## src/rtl/vga_pkg.sv

```systemverilog
// Shared timing constants, state encoding and pixel format for the VGA line scheduler.
package vga_pkg;

  localparam int H_PIXELS    = 640;
  localparam int V_LINES     = 520;
  localparam int V_ACT_FIRST = 30;
  localparam int V_ACT_LAST  = 509;

  localparam int LINE_W = 10;
  localparam int X_W    = 10;

  localparam int R_W   = 5;
  localparam int G_W   = 6;
  localparam int B_W   = 5;
  localparam int PIX_W = R_W + G_W + B_W;

  typedef enum logic [1:0] {
    ST_IDLE = 2'd0,
    ST_REQ  = 2'd1,
    ST_FILL = 2'd2,
    ST_DONE = 2'd3
  } sched_state_t;

endpackage

```

## src/rtl/vga_fill_ctr.sv

```systemverilog
// Pixel counter and one-stage write pipeline into the fill bank of the line RAM.
module vga_fill_ctr
  import vga_pkg::*;
#(
  parameter int H_PIXELS = vga_pkg::H_PIXELS
) (
  input  logic             clk_sys,
  input  logic             rst,
  input  logic             beat,
  input  logic             clear,
  input  logic             bank,
  input  logic [PIX_W-1:0] din,
  output logic [X_W-1:0]   x,
  output logic             last_beat,
  output logic             ram_we,
  output logic [X_W:0]     ram_waddr,
  output logic [PIX_W-1:0] ram_wdata
);

  localparam logic [X_W-1:0] X_LAST = X_W'(H_PIXELS - 1);

  assign last_beat = beat && (x == X_LAST);

  always_ff @(posedge clk_sys or posedge rst) begin
    if (rst) begin
      x         <= '0;
      ram_we    <= 1'b0;
      ram_waddr <= '0;
      ram_wdata <= '0;
    end else begin
      ram_we <= beat;
      if (beat) begin
        ram_waddr <= {bank, x};
        ram_wdata <= din;
      end
      if (clear)
        x <= '0;
      else if (beat)
        x <= x + 1'b1;
    end
  end

endmodule

```

## src/rtl/vga_line_sched.sv

```systemverilog
// Ping-pong line-fill scheduler: fetches line n+1 into the fill bank while line n is scanned.
module vga_line_sched
  import vga_pkg::*;
#(
  parameter int H_PIXELS    = vga_pkg::H_PIXELS,
  parameter int V_LINES     = vga_pkg::V_LINES,
  parameter int V_ACT_FIRST = vga_pkg::V_ACT_FIRST,
  parameter int V_ACT_LAST  = vga_pkg::V_ACT_LAST
) (
  input  logic              clk_sys,
  input  logic              rst,
  input  logic              en,
  input  logic              pulse_line,
  input  logic [LINE_W-1:0] line_num,
  output logic              fill_req,
  output logic [LINE_W-1:0] fill_line,
  output logic              fill_abort,
  input  logic              src_valid,
  input  logic [PIX_W-1:0]  src_data,
  output logic              src_ready,
  output logic              ram_we,
  output logic [X_W:0]      ram_waddr,
  output logic [PIX_W-1:0]  ram_wdata,
  output logic              disp_bank,
  output logic              busy,
  output logic              underrun,
  input  logic              underrun_clr
);

  localparam logic [LINE_W-1:0] LAST_LINE = LINE_W'(V_LINES - 1);
  localparam logic [LINE_W-1:0] ACT_FIRST = LINE_W'(V_ACT_FIRST);
  localparam logic [LINE_W-1:0] ACT_LAST  = LINE_W'(V_ACT_LAST);

  sched_state_t state, state_nxt;

  logic [LINE_W-1:0] nxt;
  logic              nxt_act;
  logic              start;
  logic [X_W-1:0]    x;
  logic              last_beat;
  logic              beat;
  logic              clear;
  logic              swap;
  logic              set_ur;
  logic              abort_nxt;
  logic              load_line;
  logic              fill_bank;

  // Out-of-range line numbers are treated as the last line, so they wrap to 0.
  assign nxt       = (line_num >= LAST_LINE) ? '0 : line_num + 1'b1;
  assign nxt_act   = (nxt >= ACT_FIRST) && (nxt <= ACT_LAST);
  assign start     = pulse_line && en && nxt_act;
  assign fill_bank = ~disp_bank;
  assign src_ready = (state == ST_FILL);
  assign beat      = src_valid && src_ready;
  assign fill_req  = (state == ST_REQ);
  assign busy      = (state == ST_REQ) || (state == ST_FILL);

  vga_fill_ctr #(.H_PIXELS(H_PIXELS)) u_fill_ctr (
    .clk_sys   (clk_sys),
    .rst       (rst),
    .beat      (beat),
    .clear     (clear),
    .bank      (fill_bank),
    .din       (src_data),
    .x         (x),
    .last_beat (last_beat),
    .ram_we    (ram_we),
    .ram_waddr (ram_waddr),
    .ram_wdata (ram_wdata)
  );

  always_comb begin
    state_nxt = state;
    swap      = 1'b0;
    set_ur    = 1'b0;
    abort_nxt = 1'b0;
    load_line = 1'b0;
    clear     = 1'b0;
    unique case (state)
      ST_IDLE: begin
        if (start) begin
          state_nxt = ST_REQ;
          load_line = 1'b1;
        end
      end
      ST_REQ, ST_FILL: begin
        if (!en) begin
          abort_nxt = 1'b1;
          state_nxt = ST_IDLE;
        end else if (pulse_line) begin
          // A final beat coinciding with the line pulse still counts as a completed fill.
          if (last_beat) begin
            swap = 1'b1;
          end else begin
            set_ur    = 1'b1;
            abort_nxt = 1'b1;
          end
          load_line = start;
          state_nxt = start ? ST_REQ : ST_IDLE;
        end else if (state == ST_REQ) begin
          clear     = 1'b1;
          state_nxt = ST_FILL;
        end else if (last_beat) begin
          state_nxt = ST_DONE;
        end
      end
      ST_DONE: begin
        if (!en) begin
          state_nxt = ST_IDLE;
        end else if (pulse_line) begin
          swap      = 1'b1;
          load_line = start;
          state_nxt = start ? ST_REQ : ST_IDLE;
        end
      end
      default: state_nxt = ST_IDLE;
    endcase
  end

  always_ff @(posedge clk_sys or posedge rst) begin
    if (rst) begin
      state      <= ST_IDLE;
      fill_line  <= '0;
      disp_bank  <= 1'b0;
      fill_abort <= 1'b0;
      underrun   <= 1'b0;
    end else begin
      state      <= state_nxt;
      fill_abort <= abort_nxt;
      if (load_line)
        fill_line <= nxt;
      if (swap)
        disp_bank <= ~disp_bank;
      if (set_ur)
        underrun <= 1'b1;
      else if (underrun_clr)
        underrun <= 1'b0;
    end
  end

endmodule

```

## config.mk

```make
export PLATFORM = sky130hd
export DESIGN_NAME = vga_line_sched
export DESIGN_NICKNAME = d
export VERILOG_FILES = /design/src/rtl/vga_pkg.sv /design/src/rtl/vga_fill_ctr.sv /design/src/rtl/vga_line_sched.sv
export SDC_FILE = /design/constraint.sdc
export NUM_CORES = 1
export LEC_CHECK = 0
export CAP_MARGIN = 20
export CELL_PAD_IN_SITES_DETAIL_PLACEMENT = 0
export CELL_PAD_IN_SITES_GLOBAL_PLACEMENT = 1
export CORE_MARGIN = 5
export CORE_UTILIZATION = 33
export CTS_CLUSTER_SIZE = 8
export DETAILED_ROUTE_END_ITERATION = 8
export HOLD_SLACK_MARGIN = 0.05
export PLACE_DENSITY = 0.73
export SETUP_SLACK_MARGIN = 0.3
export SYNTH_ARGS = -nofsm -noshare
export SYNTH_HDL_FRONTEND = slang
export SYNTH_HIERARCHICAL = 1
export SYNTH_SLANG_ARGS = --single-unit
```

## constraint.sdc

```tcl
create_clock -name clk_sys -period 2.3 [get_ports clk_sys]
set_input_delay 0.46 -clock clk_sys [delete_from_list [all_inputs] [get_ports clk_sys]]
set_output_delay 0.46 -clock clk_sys [all_outputs]
set_load 0.03 [all_outputs]
```

Word level (Yosys, flattened, before mapping) --
Cells that the tools add are included.
Storage, ports and cells: bits in registers 53, output and inout bits 44, logic and storage cells 68
Cells by class: add/sub/neg operators 2, magnitude comparators 3, eq/ne operators 7, mux-type cells 34, bitwise logic cells 1, reduce and logical (&&, ||, !) cells 12
Operators by type and width (number):
- $mux W10 | 3
- $mux W1 | 21
- $add A10 B1 Y10 const B | 2
- $mux W2 | 7
- $eq A10 B10 Y1 const B | 1
- $ge A10 B10 Y1 const B | 1
- $ge A10 B5 Y1 const B | 1
- $le A10 B9 Y1 const B | 1
- $pmux W2 S3 | 1
- $logic_and A1 B1 Y1 | 5
- $ne A5 B5 Y1 const B | 1
- $eq A2 B2 Y1 const B | 2
- $pmux W1 S2 | 2
- $reduce_bool A2 Y1 | 2
- $ne A3 B3 Y1 const B | 1
- $reduce_and A3 Y1 | 1
- $reduce_or A3 Y1 | 1
- $eq A2 B1 Y1 const B | 1
- $logic_not A2 Y1 | 1
- $ne A2 B2 Y1 const B | 1
- $reduce_or A2 Y1 | 1
- $logic_or A1 B1 Y1 | 1
- $not A1 Y1 | 1

Depth between registers and ports, before layout --
word-level depth 9, depth in mapped cells 11, depth with buffers taken out 10

Modules after synthesis --
Netlist, hierarchy kept.
Modules (own cells, without submodules):
- vga_fill_ctr | times used 1, cells an instance 109, area an instance 1517.7 sq um, sequential area each 950.9 sq um
- vga_line_sched | times used 1, cells an instance 118, area an instance 1112.3 sq um, sequential area each 375.4 sq um

Worst setup path before layout --
Ideal clock, no wire load.
path type reg-to-reg, start point register state[0], end point register state[1], arrival time 2.263 ns, data required time 2.175 ns, setup slack -0.088 ns, cell stages (with the launch flop) 12, path buffers 1, cell sequence dfrtp_1 > inv_1 > ha_1 > and2_1 > buf_2 > nand3_1 > nor3_1 > nand2b_1 > nor2_1 > o21ai_0 > o21ai_2 > mux2_2
Between the ends: cells in the longest elaborated chain, start to end 5
Ends and longest elaborated chain:
- from (decl) | line vga_line_sched.sv:34 | sched_state_t state, state_nxt;
- from (signal assigned) | line vga_line_sched.sv:129 | state <= state_nxt;
- $eq A2 B2 Y1 | line vga_line_sched.sv:54 | assign src_ready = (state == ST_FILL);
- named net src_ready | line vga_line_sched.sv:20 | output logic src_ready,
- $logic_and A1 B1 Y1 | line vga_line_sched.sv:55 | assign beat = src_valid && src_ready;
- named net beat | line vga_line_sched.sv:41 | logic beat;
- $logic_and A1 B1 Y1 | line vga_fill_ctr.sv:22 | assign last_beat = beat && (x == X_LAST);
- named net last_beat | line vga_line_sched.sv:40 | logic last_beat;
- $ne A5 B5 Y1 (no line)
- $reduce_and A3 Y1 (no line)
The timed path passes the listed nets, and every way through them passes these cells. A chain may end at the register's enable or synchronous reset.

Worst setup path after layout --
start point input line_num[0], end point register state[1]
Between the ends: cells in the longest elaborated chain, start to end 7
Ends and longest elaborated chain:
- from (decl) | line vga_line_sched.sv:14 | input logic [LINE_W-1:0] line_num,
- $add A10 B1 Y10 or $ge A10 B10 Y1 (tied branches) | line vga_line_sched.sv:50 | assign nxt = (line_num >= LAST_LINE) ? '0 : line_num + 1'b1;
- $mux W10 (*) | line vga_line_sched.sv:50
- $ge A10 B5 Y1 or $le A10 B9 Y1 (tied branches) | line vga_line_sched.sv:51 | assign nxt_act = (nxt >= ACT_FIRST) && (nxt <= ACT_LAST);
- $logic_and A1 B1 Y1 (*) | line vga_line_sched.sv:51
- $logic_and A1 B1 Y1 (*) | line vga_line_sched.sv:52 | assign start = pulse_line && en && nxt_act;
- $ne A2 B2 Y1 (no line) (*)
- $reduce_and A3 Y1 (no line) (*)
Every way passes the cells marked *; elsewhere a longest branch is shown, timed or not.

==> out/results.ini <==
[run_status]
outcome=completed

[clock_tree]
cts.sink_count=53
clkTransAtPathRegs_ns=0.09
cts_buffers=5
clockBufferDepth=2
cts_root_buffer=clkbuf_8
cts.htree.levels=2
cts_tree=yes
clock_latency_ns=0.29

[worst_setup_path]
reg2reg_depth=10
r2r_slack_ns=0.31
end_kind=flop
path_class=in -> reg
crit_fanout=6
regToRegEndpoint=state[1]
arrival_ns=2.28
regToRegStartpoint=state[0]
max_stage_delay_ns=0.51
start_kind=input port
worstPathCellList=buf_8 > ha_4 > nand2_4 > or4_4 > nand4_1 > o311a_4 > a211oi_4 > buf_12 > o21ai_4 > mux2_4
cpMaxStageDelayCell=or4_4
required_ns=2.49

[grt]
grt_overflow=0
grt_usage=0.125
grt_pass1_wl_mm=10.1
grt_pass1_vias=2145
grt_max_degree=37
antenna_found_initial=0

[yosys]
synth.area.top_cells=dfrtp_1 (50%), mux2_2 (12%), mux2_4 (4.6%)
synth_enable_flop_cells=0
ys_seq_elements=53
syn_area_um2=2630
synth_top_area_cell=dfrtp_1
synthFlopType=dfrtp_1
syn_area_per_cell_um2=11.6
ys_types=41
synth_most_common_cell=dfrtp_1
ys_seq_area_frac=0.504
yosys_warnings=6
synthArstFlopShare=1.00
synth_common_cells=dfrtp_1 (53), mux2_2 (29), nor2_1 (22), inv_1 (12)
synth_top_area_frac=0.504
syn_inst=227
synth_nets=266

[layout]
drive_above_1_share=0.366
nets=379
utilization=0.519
area_growth_syn_to_layout_pct=52.4
seq_area_um2=1330
diodes=0
fillers=684
fin_cells=441
multiInputGateArea_um2=1360

[floorplanning]
start_util=0.340
core_um2=7730
rows=32
dieWidth_um=99.3
die-area_um2=9860
pin_count=76
dieHeight_um=99.3

[place]
place_congestion=0.913
portBuffers=75
placedCellCount=424
hpwl_mm=4.66

[route]
wl_per_cell_um=14.1
drtIter0Drc=67
wl_mm=6.20
routed_via_density=4.72
drt-pass1-iter-count=4
postRouteAntennaNets=0
via_count=2082
route.detailed.drc=0

[timing]
worst_pin_slew_ns=0.588
finalHoldViolCount=0
post-route-period-util=0.910
slew_violations=0
relSlewSlack=0.607
fmax_mhz=478
fin_crit_ns=2.09
setup_viol=0
rsz0062_at_grt=yes
fin_skew_ns=0.00536

[worst_hold_path]
hp-class=in -> async

[power_and_ir_drop]
ir_drop_uv=340
leakagePower_nw=1.82
finalPower_w=0.00365
powerDensity_nw_per_um2=910

[run]
drv_cap=0

==> cells in the final DEF, fill, tap and decap left out, types with 6 or more instances in the layout <==
master | netlist | routed
mux2_4 | 8 | 10
dfrtp_1 | 53 | 53
nand4_1 | 6 | 6
inv_1 | 12 | 11
buf_4 | 0 | 34
nor2_1 | 22 | 21
nand2_1 | 8 | 6
clkdlybuf4s50_1 | 0 | 60
buf_6 | 2 | 9
nand3_1 | 8 | 6
a21oi_1 | 6 | 6
mux2_2 | 29 | 27
==> how the worst max path moves through the flow <==
stage | start | end
after floorplan | line_num[8] | state[1]
after global placement | line_num[0] | state[1]
after detailed placement | line_num[0] | state[1]
after CTS | line_num[8] | state[1]
after global routing | state[0] | state[1]
final | line_num[0] | state[1]
==> report_power, final <==
part	internal (W)	switching, W
clock network	0.000201	0.000273
registers	0.00117	0.000143
logic	0.000885	0.000976
total	0.00226	0.00139
==> flip-flops by register name (all words and copies together) (netlist names) <==
signal and count:
disp_bank 1, underrun 1, u_fill_ctr/ram_wdata 16, u_fill_ctr/x 10
fill_abort 1, fill_line 10, state 2, u_fill_ctr/ram_we 1
u_fill_ctr/ram_waddr 11
==> routing by layer <==
layer | vias up | wire [um] | global-route usage
li1 | 1019 | - | -
met1 | 994 | 2640 | 0.155
met2 | 62 | 3060 | 0.211
met3 | 7 | 423 | 0.0414
met4 | 0 | 76 | 0.0315
met5 | - | 0 | 0
==> per-stage QoR <==
step | setup TNS [ns] | area (um2) | hold WS, ns | worst slack, ns
after floorplan | 0 | 2700 | 0.361 | 0.122
after global placement | -5.48 | 3750 | 0.488 | -0.550
after detailed placement | -6.39 | 3750 | 0.495 | -0.638
after CTS | 0 | 3940 | 0.344 | 0.155
after global routing | 0 | 4010 | 0.350 | 0.167
final | 0 | 4010 | 0.352 | 0.206
==> layout make-up <==
type                    count  share of cell area
well taps                 102              0.0318
flip-flops and latches     53               0.331
clock buffers               5              0.0172
clock inverters             1             0.00125
repair buffers            117               0.268
multi-input cells         151               0.339
inverters                  12              0.0112
==> cells by family (layout without fill, tap and decap cells) <==
kind of cell,after synthesis,after routing,share of synthesized area
AND/OR/NAND/NOR,68,68,0.137
flip-flops,53,53,0.504
multiplexers,38,38,0.174
AO/OA/AOI/OAI,26,26,0.0704
buffers and inverters,23,135,0.0409
XOR/XNOR,12,12,0.0400
adder cells (fa/ha/maj),7,7,0.0333
==> what timing repair did <==
action	4_1_cts	5_1_grt
setup buffers	6	5
resized for setup	56	27
setup endpoints to repair	17	19
hold buffers	0	0
endpoints found under the hold margin	0	0
pin swaps	10	11
==> critical path: cells and delay by family <==
| family | cells | cell delay, ns |
|---|---|---|
| adders and majority gates | 1 | 0.18 |
| and+or+nand+nor | 3 | 0.71 |
| AOI/OAI and AO/OA | 3 | 0.40 |
| buffers and inverters | 2 | 0.24 |
| muxes | 1 | 0.31 |
No activity file was read; power rests on OpenSTA's default activity.
